$ cat src/rtl/cla_seq_adder.sv
// cla_seq_adder: nibble-serial adder time-sharing one 4-bit carry-lookahead slice
module cla_seq_adder #(
    parameter int WIDTH = 16
) (
    input  logic             clk,
    input  logic             rst,
    input  logic             in_valid,
    output logic             in_ready,
    input  logic [WIDTH-1:0] a,
    input  logic [WIDTH-1:0] b,
    input  logic             cin,
    output logic             out_valid,
    input  logic             out_ready,
    output logic [WIDTH-1:0] sum,
    output logic             cout,
    output logic             ovf,
    output logic             busy
);
    localparam int N = WIDTH / 4;
    localparam int KW = (N > 1) ? $clog2(N) : 1;
    localparam logic [KW-1:0] K_LAST = KW'(N - 1);

    typedef enum logic [1:0] {IDLE, RUN, DONE} state_t;

    state_t           r_state, w_next;
    logic [WIDTH-1:0] r_a, r_b, r_sum;
    logic             r_c;
    logic [KW-1:0]    r_k;
    logic [3:0]       w_na, w_nb, w_g, w_p, w_s;
    logic [4:0]       w_c;

    assign w_na = r_a[4*r_k +: 4];
    assign w_nb = r_b[4*r_k +: 4];
    assign w_g  = w_na & w_nb;
    assign w_p  = w_na ^ w_nb;
    assign w_c[0] = r_c;
    assign w_c[1] = w_g[0] | (w_p[0] & w_c[0]);
    assign w_c[2] = w_g[1] | (w_p[1] & w_g[0]) | (w_p[1] & w_p[0] & w_c[0]);
    assign w_c[3] = w_g[2] | (w_p[2] & w_g[1]) | (w_p[2] & w_p[1] & w_g[0])
                  | (w_p[2] & w_p[1] & w_p[0] & w_c[0]);
    assign w_c[4] = w_g[3] | (w_p[3] & w_g[2]) | (w_p[3] & w_p[2] & w_g[1])
                  | (w_p[3] & w_p[2] & w_p[1] & w_g[0])
                  | (w_p[3] & w_p[2] & w_p[1] & w_p[0] & w_c[0]);
    assign w_s  = w_p ^ w_c[3:0];

    assign in_ready  = (r_state == IDLE);
    assign out_valid = (r_state == DONE);
    assign busy      = (r_state != IDLE);
    assign sum       = r_sum;
    assign cout      = r_c;
    assign ovf       = (r_a[WIDTH-1] == r_b[WIDTH-1]) && (r_sum[WIDTH-1] != r_a[WIDTH-1]);

    // State register
    always_ff @(posedge clk) begin
        if (rst) r_state <= IDLE;
        else     r_state <= w_next;
    end

    // Next state: accept in IDLE, leave RUN after the top nibble, drain DONE on out_ready
    always_comb begin
        w_next = r_state;
        case (r_state)
            IDLE:    w_next = in_valid ? RUN : IDLE;
            RUN:     w_next = (r_k == K_LAST) ? DONE : RUN;
            DONE:    w_next = out_ready ? IDLE : DONE;
            default: w_next = IDLE;
        endcase
    end

    // Operand latch on accept, then one nibble per cycle LSB first through the slice
    always_ff @(posedge clk) begin
        if (rst) begin
            r_a   <= '0;
            r_b   <= '0;
            r_sum <= '0;
            r_c   <= 1'b0;
            r_k   <= '0;
        end else if (r_state == IDLE && in_valid) begin
            r_a <= a;
            r_b <= b;
            r_c <= cin;
            r_k <= '0;
        end else if (r_state == RUN) begin
            r_sum[4*r_k +: 4] <= w_s;
            r_c               <= w_c[4];
            r_k               <= (r_k == K_LAST) ? '0 : r_k + KW'(1);
        end
    end
endmodule

$ cat config.mk
export PLATFORM = sky130hd
export DESIGN_NAME = cla_seq_adder
export DESIGN_NICKNAME = d
export VERILOG_FILES = /design/src/rtl/cla_seq_adder.sv
export SDC_FILE = /design/constraint.sdc
export NUM_CORES = 1
export LEC_CHECK = 0
export ABC_CLOCK_PERIOD_IN_PS = 3200
export CORE_MARGIN = 5
export CORE_UTILIZATION = 49
export DETAILED_ROUTE_END_ITERATION = 8
export PLACE_DENSITY = 0.85
export SYNTH_ARGS = -nofsm -noshare
export SYNTH_HDL_FRONTEND = slang
export SYNTH_SLANG_ARGS = --single-unit
$ cat constraint.sdc
create_clock -name clk -period 3.2 [get_ports clk]
set_input_delay 0.48 -clock clk [delete_from_list [all_inputs] [get_ports clk]]
set_output_delay 0.48 -clock clk [all_outputs]
set_load 0.02 [all_outputs]
==> impl_metrics.ini <==
[setup_path]
rrSetupSlack_ns = 0.44
worstRegToRegCells = 6
crit_path_start_kind = flip-flop
crit_fanout = 8
arrival_ns = 2.89
worst_setup_path_end_kind = flip-flop
worstReg2RegEnd = cout
cp_data_required_time_ns = 3.33
criticalPathCategory = reg -> reg
reg2reg_from = r_k[0]

[power_and_ir_drop]
internal-power_w = 0.000957
comb_power_share_pct = 17.2
peakVddDrop_mv = 0.300
power_density_mw_per_mm2 = 427
leakagePower_nw = 1.19
power_frac_seq_pct = 54.1
power.switching_w = 0.000367
clockPowerShare_pct = 28.7
switching_share_pct = 27.7

[synth]
synth_area_sq_mm = 0.00243
yosysTopAreaCellShare_pct = 43.6
synth_area_leaders = dfxtp_1, nand2_1, mux4_2, a21oi_1, ha_1
ys_types = 40
yosysTopAreaCell = dfxtp_1
synth_edf_count = 0
yosys_warnings = 0
async_flop_share_pct = 0
syn_inst = 269
syn_nets = 317
synthFlopType = dfxtp_1
synth_seq_cells = 53
synth_area_per_cell_sq_um = 9.05
synth-seq-area-share_pct = 43.6

[grt]
grt_first_pass_wirelength_um = 9120
grt_pass1_vias = 1985
antenna_found_initial = 0
track_usage_pct = 18.1
grt_max_degree = 58
grt-ovfl-total = 0

[placement]
place_ws_ns = 0.517
place.gp.congestion = 0.872
io_buffers = 57
dp_hpwl_um = 4040

[final_layout]
antenna_cells = 0
final_cell_mix = nand2_1, clkdlybuf4s50_1, dfxtp_1, a21oi_1, nor2_1
syn2layout_area_growth_pct = 27.4
layout-drive-gt1-share_pct = 9.06
fill_cells = 413
fin_nets = 367
final_common_cell = nand2_1
multiInputGateArea_sq_mm = 0.00126
register_area_sq_mm = 0.00106

[routing]
routed_wl_um = 5460
wl_per_cell_um = 14.1
postRouteAntennaNets = 0
vias = 2027
dr.first_iter.drc_count = 143
drc_errors = 0
via_per_inst = 5.24
firstDrtPassIters = 5

[floorplanning]
core_area_sq_mm = 0.00479
die_w_um = 80.5
num_rows = 25
dieArea_sq_mm = 0.00648
initial_core_util_pct = 50.8
die_y_um = 80.5
io_pins = 58

[sta]
fmax_ghz = 0.362
fin_crit_sh_pct = 86.3
finalMaxSlewViolations = 0
layout_setup_ws_ns = 0.439
rsz0062_at_grt = no
finalHoldViolations = 0
relSlewSlack_pct = 35.4
period_needed_ns = 2.76
tightest_slew_ns = 0.969
setup_tns_ns = 0
setup_viol = 0
clock_skew_ns = 0.00670

[job]
cap_violations = 0

[cts]
cts.sinks = 53
cts_buffer_depth = 2
htreeDepth = 2
holdBufCountCts = 0
post-cts-setup-buffers = 0
numCtsBuffers = 5
clkLatencyLatePin_ns = 0.31
cts_tree = built
ctsResizeCount = 0
clk_pin_slew_ns = 0.10
cts-root-buf = clkbuf_8

[hold_path]
holdCritStartpoint = r_b[12]
hp-class = reg -> reg
holdPathStages = 2
min_to = r_b[12]

[outcome]
status = finished clean
==> layout make-up <==
class | count | share of cell area [%]
multi-input cells | 194 | 40.7
flip-flops and latches | 53 | 34.2
repair buffers | 59 | 18.7
well taps | 67 | 2.70
clock buffers | 5 | 2.22
clock inverters | 3 | 0.726
inverters | 6 | 0.726
==> flip-flops by register name (all words and copies together) (netlist names) <==
| name | cells |
|---|---|
| sum | 16 |
| r_state | 2 |
| r_a | 16 |
| r_k | 2 |
| cout | 1 |
| r_b | 16 |
==> Yosys cell counts, types with 2 or more instances <==
| master | count |
|---|---|
| nand2_1 | 72 |
| dfxtp_1 | 53 |
| a21oi_1 | 35 |
| nor2_1 | 15 |
| ha_1 | 10 |
| a22oi_1 | 9 |
| clkbuf_1 | 8 |
| mux4_2 | 8 |
| inv_1 | 6 |
| buf_2 | 5 |
| a32oi_1 | 4 |
| nand3b_1 | 4 |
| buf_6 | 3 |
| nand2b_1 | 3 |
| nor2b_1 | 3 |
| a2111oi_0 | 2 |
| a211o_1 | 2 |
| a21o_1 | 2 |
| o21ai_0 | 2 |
| o31ai_2 | 2 |
| or2_2 | 2 |
==> metrics by stage <==
stage	hold slack (ns)	std cells	total power [W]	instance area (sq um)	utilization [%]
after floorplan	0.433	269	0.000870	2430	-
after global placement	0.441	379	0.000952	3010	62.9
after detailed placement	0.448	379	0.000958	3010	62.9
after CTS	0.462	387	0.00133	3100	64.8
after global routing	0.482	387	0.00138	3100	64.8
final	0.463	387	0.00132	3100	64.8
==> power groups by stage <==
stage          clock network, W  logic, W  registers, W
2_1_floorplan                 0  0.000145      0.000725
3_3_place_gp                  0  0.000221      0.000731
3_5_place_dp                  0  0.000227      0.000731
4_1_cts                0.000386  0.000229      0.000716
5_1_grt                0.000413  0.000249      0.000721
6_report               0.000380  0.000227      0.000717
==> logic make-up after synthesis <==
logic type / after synthesis / synth area share [%]
AND/OR/NAND/NOR: 110 / 21.2
AO/OA/AOI/OAI: 63 / 16.5
flip-flops: 53 / 43.6
buffers and inverters: 22 / 4.58
adder cells (fa/ha/maj): 11 / 5.96
multiplexers: 8 / 7.40
XOR/XNOR: 2 / 0.720
==> routing by layer <==
layer	part of all wire (%)	GRT usage, %	vias up
li1	-	-	1031
met1	45	23.4	940
met2	49	29.7	54
met3	5.7	4.48	2
met4	0.26	5.41	0
met5	0	0	-
==> worst max path at each step <==
stage          startpoint      to  slack, ns  depth (start not counted)
2_1_floorplan      r_k[0]    cout       0.56                          7
3_3_place_gp       r_k[0]  sum[3]       0.61                          6
3_5_place_dp       r_k[0]    cout       0.52                          6
4_1_cts            r_k[0]    cout       0.38                          6
5_1_grt            r_k[0]    cout       0.22                          6
6_report           r_k[0]    cout       0.44                          6
==> critical path: stages (launching register included) <==
cell and delay (ns):
dfxtp_1 0.60, mux4_2 0.61, ha_1 0.33, a21o_1 0.20, a31o_2 0.26, a2111oi_0 0.43, a2111oi_0 0.15
(Power assumes the default switching activity.)
